--- src/rtl/uart_pkt_if.sv ---
// Byte stream in from a UART receiver, register-write strobes and packet status out.
// Handshake: rx_valid and wr_en are single-cycle strobes with no back-pressure; data is valid only while the strobe is high.
interface uart_pkt_if;
   logic [7:0] rx_data;
   logic       rx_valid;
   logic       wr_en;
   logic [7:0] wr_addr;
   logic [7:0] wr_data;
   logic       busy;
   logic       pkt_ok;
   logic       pkt_err;
   logic [1:0] err_code;

   modport master (
      output rx_data, rx_valid,
      input  wr_en, wr_addr, wr_data, busy, pkt_ok, pkt_err, err_code
   );

   modport slave (
      input  rx_data, rx_valid,
      output wr_en, wr_addr, wr_data, busy, pkt_ok, pkt_err, err_code
   );
endinterface

--- src/rtl/uart_pkt_ctrl.sv ---
// Parses SYNC/ADDR/LEN/payload/CSUM packets from a UART byte stream and replays
// the payload as consecutive register writes once the XOR checksum matches.
module uart_pkt_ctrl #(
   parameter logic [7:0] SYNC_BYTE = 8'hA5,
   parameter int         MAX_LEN   = 8,
   parameter int         TIMEOUT   = 104160
) (
   input  logic       clk,
   input  logic       rst,
   uart_pkt_if.slave  bus,
   output logic [2:0] dbg_state
);

   localparam int IW = $clog2(MAX_LEN + 1);
   localparam int AW = (MAX_LEN > 1) ? $clog2(MAX_LEN) : 1;
   localparam int TW = (TIMEOUT > 2) ? $clog2(TIMEOUT) : 1;

   typedef enum logic [2:0] {
      S_SYNC    = 3'd0,
      S_ADDR    = 3'd1,
      S_LEN     = 3'd2,
      S_PAYLOAD = 3'd3,
      S_CSUM    = 3'd4,
      S_COMMIT  = 3'd5
   } state_t;

   state_t        state, state_n;
   logic [7:0]    addr_q, addr_n;
   logic [7:0]    acc_q, acc_n;
   logic [IW-1:0] len_q, len_n;
   logic [IW-1:0] idx_q, idx_n;
   logic [TW-1:0] tmo_q, tmo_n;
   logic [7:0]    pl_buf [2**AW];
   logic          buf_we;
   logic          tmo_hit;
   logic          wr_en_n, pkt_ok_n, pkt_err_n;
   logic [7:0]    wr_addr_n, wr_data_n;
   logic [1:0]    err_n;

   assign dbg_state = state;
   assign tmo_hit   = (tmo_q == TW'(TIMEOUT - 1)) && !bus.rx_valid;

   always_comb begin
      state_n   = state;
      addr_n    = addr_q;
      acc_n     = acc_q;
      len_n     = len_q;
      idx_n     = idx_q;
      buf_we    = 1'b0;
      wr_en_n   = 1'b0;
      wr_addr_n = bus.wr_addr;
      wr_data_n = bus.wr_data;
      pkt_ok_n  = 1'b0;
      pkt_err_n = 1'b0;
      err_n     = bus.err_code;

      case (state)
         S_SYNC: begin
            if (bus.rx_valid && bus.rx_data == SYNC_BYTE) state_n = S_ADDR;
         end
         S_ADDR: begin
            if (bus.rx_valid) begin
               addr_n  = bus.rx_data;
               acc_n   = bus.rx_data;
               state_n = S_LEN;
            end else if (tmo_hit) begin
               pkt_err_n = 1'b1;
               err_n     = 2'd3;
               state_n   = S_SYNC;
            end
         end
         S_LEN: begin
            if (bus.rx_valid) begin
               if (bus.rx_data == 8'd0 || bus.rx_data > 8'(MAX_LEN)) begin
                  pkt_err_n = 1'b1;
                  err_n     = 2'd1;
                  state_n   = S_SYNC;
               end else begin
                  len_n   = bus.rx_data[IW-1:0];
                  acc_n   = acc_q ^ bus.rx_data;
                  idx_n   = '0;
                  state_n = S_PAYLOAD;
               end
            end else if (tmo_hit) begin
               pkt_err_n = 1'b1;
               err_n     = 2'd3;
               state_n   = S_SYNC;
            end
         end
         S_PAYLOAD: begin
            if (bus.rx_valid) begin
               buf_we = 1'b1;
               acc_n  = acc_q ^ bus.rx_data;
               idx_n  = idx_q + IW'(1);
               if (idx_n == len_q) state_n = S_CSUM;
            end else if (tmo_hit) begin
               pkt_err_n = 1'b1;
               err_n     = 2'd3;
               state_n   = S_SYNC;
            end
         end
         S_CSUM: begin
            if (bus.rx_valid) begin
               if (bus.rx_data == acc_q) begin
                  // First write leaves with the CSUM byte, so idx starts at 1 inside S_COMMIT.
                  wr_en_n   = 1'b1;
                  wr_addr_n = addr_q;
                  wr_data_n = pl_buf[0];
                  idx_n     = IW'(1);
                  state_n   = S_COMMIT;
               end else begin
                  pkt_err_n = 1'b1;
                  err_n     = 2'd2;
                  state_n   = S_SYNC;
               end
            end else if (tmo_hit) begin
               pkt_err_n = 1'b1;
               err_n     = 2'd3;
               state_n   = S_SYNC;
            end
         end
         S_COMMIT: begin
            if (idx_q == len_q) begin
               pkt_ok_n = 1'b1;
               err_n    = 2'd0;
               idx_n    = '0;
               state_n  = S_SYNC;
            end else begin
               wr_en_n   = 1'b1;
               wr_addr_n = addr_q + 8'(idx_q);
               wr_data_n = pl_buf[idx_q[AW-1:0]];
               idx_n     = idx_q + IW'(1);
            end
         end
         default: state_n = S_SYNC;
      endcase

      if (state_n != state || bus.rx_valid || state == S_SYNC || state == S_COMMIT)
         tmo_n = '0;
      else
         tmo_n = tmo_q + TW'(1);
   end

   always_ff @(posedge clk) begin
      if (rst) begin
         state        <= S_SYNC;
         addr_q       <= '0;
         acc_q        <= '0;
         len_q        <= '0;
         idx_q        <= '0;
         tmo_q        <= '0;
         bus.wr_en    <= 1'b0;
         bus.wr_addr  <= '0;
         bus.wr_data  <= '0;
         bus.busy     <= 1'b0;
         bus.pkt_ok   <= 1'b0;
         bus.pkt_err  <= 1'b0;
         bus.err_code <= 2'd0;
      end else begin
         state        <= state_n;
         addr_q       <= addr_n;
         acc_q        <= acc_n;
         len_q        <= len_n;
         idx_q        <= idx_n;
         tmo_q        <= tmo_n;
         bus.wr_en    <= wr_en_n;
         bus.wr_addr  <= wr_addr_n;
         bus.wr_data  <= wr_data_n;
         bus.busy     <= (state_n == S_COMMIT);
         bus.pkt_ok   <= pkt_ok_n;
         bus.pkt_err  <= pkt_err_n;
         bus.err_code <= err_n;
      end
   end

   always_ff @(posedge clk) begin
      if (buf_we) pl_buf[idx_q[AW-1:0]] <= bus.rx_data;
   end

endmodule

--- src/flat_wrapper.sv ---
// flat-port wrapper written by rule: the top's interface ports become plain ports
module uart_pkt_ctrl_flat 
#(
   parameter logic [7:0] SYNC_BYTE = 8'hA5,
   parameter int         MAX_LEN   = 8,
   parameter int         TIMEOUT   = 104160
)
  (clk, rst, dbg_state, bus_rx_data, bus_rx_valid, bus_wr_en, bus_wr_addr, bus_wr_data, bus_busy, bus_pkt_ok, bus_pkt_err, bus_err_code);
  uart_pkt_if bus_i ();
  input  logic clk;
  input  logic rst;
  output logic [2:0] dbg_state;
  input wire logic [$bits(bus_i.rx_data)-1:0] bus_rx_data;
  input wire logic [$bits(bus_i.rx_valid)-1:0] bus_rx_valid;
  output wire logic [$bits(bus_i.wr_en)-1:0] bus_wr_en;
  output wire logic [$bits(bus_i.wr_addr)-1:0] bus_wr_addr;
  output wire logic [$bits(bus_i.wr_data)-1:0] bus_wr_data;
  output wire logic [$bits(bus_i.busy)-1:0] bus_busy;
  output wire logic [$bits(bus_i.pkt_ok)-1:0] bus_pkt_ok;
  output wire logic [$bits(bus_i.pkt_err)-1:0] bus_pkt_err;
  output wire logic [$bits(bus_i.err_code)-1:0] bus_err_code;
  assign bus_i.rx_data = bus_rx_data;
  assign bus_i.rx_valid = bus_rx_valid;
  assign bus_wr_en = bus_i.wr_en;
  assign bus_wr_addr = bus_i.wr_addr;
  assign bus_wr_data = bus_i.wr_data;
  assign bus_busy = bus_i.busy;
  assign bus_pkt_ok = bus_i.pkt_ok;
  assign bus_pkt_err = bus_i.pkt_err;
  assign bus_err_code = bus_i.err_code;
  uart_pkt_ctrl #(.SYNC_BYTE(SYNC_BYTE), .MAX_LEN(MAX_LEN), .TIMEOUT(TIMEOUT)) u_core (.clk(clk), .rst(rst), .bus(bus_i), .dbg_state(dbg_state));
endmodule
--- config.mk ---
export PLATFORM = sky130hd
export DESIGN_NAME = uart_pkt_ctrl_flat
export DESIGN_NICKNAME = d
export VERILOG_FILES = /design/src/rtl/uart_pkt_if.sv /design/src/rtl/uart_pkt_ctrl.sv /design/src/flat_wrapper.sv
export SDC_FILE = /design/constraint.sdc
export NUM_CORES = 1
export LEC_CHECK = 0
export ABC_AREA = 1
export CORE_ASPECT_RATIO = 0.9
export CORE_MARGIN = 10
export CORE_UTILIZATION = 50
export CTS_BUF_LIST = sky130_fd_sc_hd__clkbuf_2 sky130_fd_sc_hd__clkbuf_4 sky130_fd_sc_hd__clkbuf_8
export DETAILED_ROUTE_END_ITERATION = 6
export PLACE_DENSITY = 0.77
export RECOVER_POWER = 25
export SETUP_SLACK_MARGIN = 0.15
export SKIP_LAST_GASP = 1
export SYNTH_ARGS = -nofsm -noshare
export SYNTH_HDL_FRONTEND = slang
export SYNTH_SLANG_ARGS = --single-unit
--- constraint.sdc ---
create_clock -name clk -period 2.5 [get_ports clk]
set_input_delay 0.75 -clock clk [delete_from_list [all_inputs] [get_ports clk]]
set_output_delay 0.75 -clock clk [all_outputs]
set_load 0.01 [all_outputs]
# Yosys cells after proc, flatten, opt, wreduce, memory -nomap -nowiden
# Memories as Yosys holds them, arrays and structs flattened. A register that Yosys moved wholly into a read port is not among the register bits.
# Index checks and enable logic that the tools add are counted.
totals:
  mem_bits_rw: 64
  regBits: 66
  out_inout_bits: 25
  memories: 1
  in_bits: 11
  wordCells: 123
mem_list:
  columns: ["memory", "depth", "width", "read_ports", "rd_ports_with_merged_regs", "write_ports", "line_no", "source"]
  rows:
  - ["u_core.pl_buf", 8, 8, 2, 1, 1, "uart_pkt_ctrl.sv:33", "logic [7:0] pl_buf [2**AW];"]
op_classes:
  n_lt_le_gt_ge: 1
  bitwise_logic: 3
  add_sub_neg: 3
  n_reduce_logical: 22
  muxes: 57
  eq_ne: 23
op_table:
  columns: ["cell", "n"]
  rows:
  - ["$mux W8", 10]
  - ["$mux W3", 11]
  - ["$pmux W8 S2", 2]
  - ["$mux W4", 6]
  - ["$pmux W8 S3", 1]
  - ["$pmux W3 S6", 1]
  - ["$add A17 B1 Y17 const B", 1]
  - ["$eq A17 B17 Y1 const B", 1]
  - ["$mux W2", 8]
  - ["$pmux W4 S4", 1]
  - ["$mux W1", 14]
  - ["$ne A2 B2 Y1 const B", 7]
  - ["$reduce_and A5 Y1", 2]
  - ["$eq A3 B3 Y1 const B", 3]
  - ["$add A8 B4 Y8", 1]
  - ["$eq A4 B4 Y1", 2]
  - ["$eq A8 B8 Y1", 1]
  - ["$eq A8 B8 Y1 const B", 1]
  - ["$gt A8 B4 Y1 const B", 1]
  - ["$logic_not A8 Y1", 1]
  - ["$pmux W2 S4", 1]
  - ["$reduce_bool A4 Y1", 2]
  - ["$xor A8 B8 Y8", 1]
  - ["$eq A3 B2 Y1 const B", 2]
  - ["20 further kinds", 28]

# Logic depth before layout (Yosys ltp)
depth:
  word_depth: 10
  ltp_mapped: 15
  depth_no_buf: 14

# Worst setup path before layout
# No wires, ideal clock.
synth_timing:
  path_kind: "input-to-reg"
  start: "input port bus_rx_valid"
  end: "memory u_core.pl_buf[1][0], enable pin"
  required_time_ps: 2117
  path_buffers: 2
  slack_ps: 188
  t_arrival_ps: 1929
  setup_ps: 383
  stages: 6
  path_cell_list: "buf_4 > inv_2 > buf_2 > nor2_1 > nand2_1 > nor3_1"
synth_via:
  elab_chain_len: 4
synth_lines:
  columns: ["element", "line_no", "source"]
  rows:
  - ["from (decl)", "flat_wrapper.sv:14", "input wire logic [$bits(bus_i.rx_valid)-1:0] bus_rx_valid;"]
  - ["$mux W1", "uart_pkt_ctrl.sv:91", "if (bus.rx_valid) begin"]
  - ["$mux W1", "uart_pkt_ctrl.sv:57", "case (state)"]
  - ["$mux W1", "uart_pkt_ctrl.sv:177", "if (buf_we) pl_buf[idx_q[AW-1:0]] <= bus.rx_data;"]
  - ["$mux W1 (not written as such)", "uart_pkt_ctrl.sv:177", null]
  - ["to (decl)", "uart_pkt_ctrl.sv:33", null]
# Every way passes these cells.

# Worst setup path after layout
layout_timing:
  start: "register u_core.state[1] (netlist: u_core.dbg_state[1])"
  end: "output port dbg_state[1]"
layout_lines:
  columns: ["element", "line_no", "source"]
  rows:
  - ["from (decl)", "uart_pkt_ctrl.sv:27", "state_t state, state_n;"]
  - ["from (signal assigned)", "uart_pkt_ctrl.sv:160", "state <= state_n;"]
  - ["to (decl)", "flat_wrapper.sv:12", "output logic [2:0] dbg_state;"]
# No word-level cell between the ends.

==> results_dict.tcl <==
set metrics [dict create \
    gp_congestion 0.928 \
    holdCritPathClass "reg2reg" \
    area_growth_pct 22.1 \
    clock_path_buffers 2 \
    yosys.area.top_type "edfxtp_1" \
    clkTransAtPathRegs_ns 0.08 \
    syn_area_per_cell_um2 8.93 \
    hold_buffers 0 \
    pwr-share-clk 0.430 \
    track_usage 0.190 \
    ys_ff_latch 133 \
    grt_setup_unrepaired "true" \
    max_stage_delay_ns 0.61 \
    fin_skew_ns 0.0133 \
    die_h_um 125 \
    dr.pass1.iters 5 \
    irDropWorstVdd_mv 0.665 \
    synth_flop_cell "dfxtp_1" \
    outcome "finished, final reports clean" \
    cp_num_buf_inv 1 \
    drive_above_1_share 0.186 \
    routed_wirelength_mm 16.0 \
    power.switching_mw 0.959 \
    path_max_fanout 9 \
    initial_core_util 0.511 \
    syn_area_um2 6140 \
    cp_data_arrival_time_ns 1.55 \
    placed_area_um2 7060 \
    die_x_um 137 \
    ys_seq_area_frac 0.538 \
    final_antenna_net_count 0 \
    ys_async_sr_fraction 0 \
    post-route-cell-area_um2 7500 \
    dr_total_vias 5229 \
    dieArea_um2 17100 \
    p_seq_frac 0.539 \
    power_mw 4.22 \
    grt-ovfl-total 0 \
    cap_viol_max_count 0 \
    drc 0 \
    nets 804 \
    power_density_nw_per_um2 563 \
    drv_slew 0 \
    htreeDepth 4 \
    syn_nets 706 \
    clock_latency_ns 0.45 \
    hold_violations 0 \
    pwr-share-comb 0.031 \
    p_int_mw 3.26 \
    cp_cell_sequence "clkdlybuf4s50_1" \
    worst_slew_pin_slew_ns 0.589 \
    synth_edf_count 64 \
    min_period_over_period 0.918 \
    routed_via_density 5.45 \
    antenna_found_initial 0 \
    cts.sinks 133 \
    crit_type "reg2out" \
    setup_tns_ns 0 \
    fmax_ghz 0.436 \
    syn_inst 688 \
    synth.distinct_cells 40 \
    num-fill-cells 1025 \
    switching_share 0.227 \
    num_rows 38 \
    drt-wirelength-per-cell_um 16.7 \
    ff_latch_area_um2 3310 \
    endpoint_kind "output port" \
    cts_tree "built" \
    cts_buffers 17 \
    multi_input_area_um2 2470 \
    yosys_warnings 0 \
    grt_pass1_wl_mm 25.9 \
    netlist_top_cells_area "edfxtp_1, dfxtp_1, nand2_1" \
    synth_top_area_frac 0.313 \
    slew_headroom 0.607 \
    finalSetupViolations 0 \
    port-buffer-count 35 \
    hpwl_mm 11.1 \
    cts_root_buffer "clkbuf_8" \
    dr.first_iter.drc_count 457 \
    fin_crit_ns 2.30 \
    antenna_cells 0 \
    grt_pass1_vias 5243 \
    p_leak_nw 2.76 \
    critPathSlowestCell "clkdlybuf4s50_1" \
    worst_setup_path_start_kind "register" \
    ios 36 \
    cp_data_required_time_ns 1.75 \
    grt_start_max_net_pins 34 \
    path_delay_family "buffers and inverters" \
    fp.coreArea_um2 12000 \
]
[Yosys cell counts (2+ instances only)]
library cell  instances
xnor2_1               6
mux2i_1              16
o21bai_1              2
nand2_2               2
edfxtp_1             64
buf_4                 3
nand3_2               3
o221ai_1             16
nand4_1               5
xor2_1               15
nor2_1               86
nand3_1              37
dfxtp_1              69
nor2_4                2
a31oi_1               2
buf_1                 2
inv_1                50
inv_2                17
clkbuf_1             15
a21oi_1              56
nand2_1             110
ha_1                  6
o21ai_0              54
nor2_2               17
buf_2                 7
a211oi_1              6
nor3_1                7
[power by group through the flow]
stage / registers [mW] / clock network, mW / logic [mW]
detailed placement: 2.33 / 0 / 0.132
global placement: 2.33 / 0 / 0.131
CTS: 2.28 / 1.84 / 0.133
finish: 2.28 / 1.81 / 0.129
global route: 2.28 / 1.92 / 0.141
floorplan: 2.33 / 0 / 0.0434
[what timing repair did]
action                     CTS  global route
pin swaps                    0             1
setup endpoints to repair    1            36
buffers inserted             0             6
resized for setup            1            15
cloned                       0             1
[stage by stage]
| stage | instances | hold slack, ns | utilization | setup slack [ns] |
|---|---|---|---|---|
| floorplan | 688 | 0.427 | - | 0.188 |
| global placement | 920 | 0.435 | 0.587 | -0.207 |
| detailed placement | 920 | 0.452 | 0.587 | -0.214 |
| CTS | 952 | 0.476 | 0.621 | 0.174 |
| global route | 959 | 0.481 | 0.623 | 0.111 |
| finish | 959 | 0.476 | 0.623 | 0.204 |
[worst reg2reg max path, cell delays in order, from the launching register on]
cell	delay, ns
dfxtp_1	0.40
ha_1	0.19
inv_1	0.05
fa_1	0.38
or2_2	0.33
a21oi_1	0.13
o21ai_0	0.14
nor2_1	0.15
nand2_1	0.07
xor2_1	0.14
a21oi_1	0.13
[per-layer routing]
layer  wire length, µm  track usage  vias to the layer above  part of all wire
met2              7740        0.318                      188              0.48
li1                  -            -                     2529                 -
met3              1030       0.0568                       29             0.065
met5                 0            0                        -                 0
met4               280       0.0595                        0             0.018
met1              6940        0.228                     2483              0.43
[cell type report]
class	instances	area share
clock buffer	19	0.0340
clock inverter	13	0.0199
inverter	68	0.0345
multi-input combinational	459	0.329
sequential	133	0.441
tap	160	0.0267
timing repair buffer	106	0.114
timing repair inverter	1	0.00100
[logic make-up (layout without fill, tap and decap cells)]
| kind of cell | after synthesis | count (layout) | share of synthesized area |
|---|---|---|---|
| xor gates and xnor gates | 21 | 21 | 0.0299 |
| adders and majority gates | 7 | 7 | 0.0155 |
| and+or+nand+nor | 273 | 273 | 0.196 |
| AOI/OAI and AO/OA | 142 | 142 | 0.132 |
| muxes | 16 | 16 | 0.0261 |
| DFF | 133 | 133 | 0.538 |
| buffers and inverters | 96 | 207 | 0.0631 |
[final timing paths]
check                       from                    end  slack, ns  cells past startpoint
max          u_core.dbg_state[1]           dbg_state[1]       0.20                      1
max reg2reg      u_core.idx_q[0]  u_core.bus.wr_addr[6]       0.30                     10
min              u_core.tmo_q[0]        u_core.tmo_q[0]       0.48                      1
min reg2reg      u_core.tmo_q[0]        u_core.tmo_q[0]       0.48                      1
[registers in the layout (all words and copies together), names as in the netlist, 2 cells and up, named ones only]
signal               cells
u_core.tmo_q            17
u_core.pl_buf           64
u_core.bus.err_code      2
u_core.acc_q             8
u_core.bus.wr_addr       8
u_core.len_q             4
u_core.dbg_state         3
u_core.idx_q             4
u_core.bus.wr_data       8
u_core.addr_q            8
[placed cells by master (no fill, tap or decap), types with 16 or more instances in the layout]
master,n
a21oi_1,54
buf_4,61
clkbuf_8,18
clkdlybuf4s50_1,29
dfxtp_1,66
edfxtp_1,64
inv_1,49
inv_2,17
mux2i_1,16
nand2_1,110
nand3_1,36
nor2_1,85
nor2_2,18
o21ai_0,54
o221ai_1,16
Note: power is estimated with default switching activity, not from simulation.
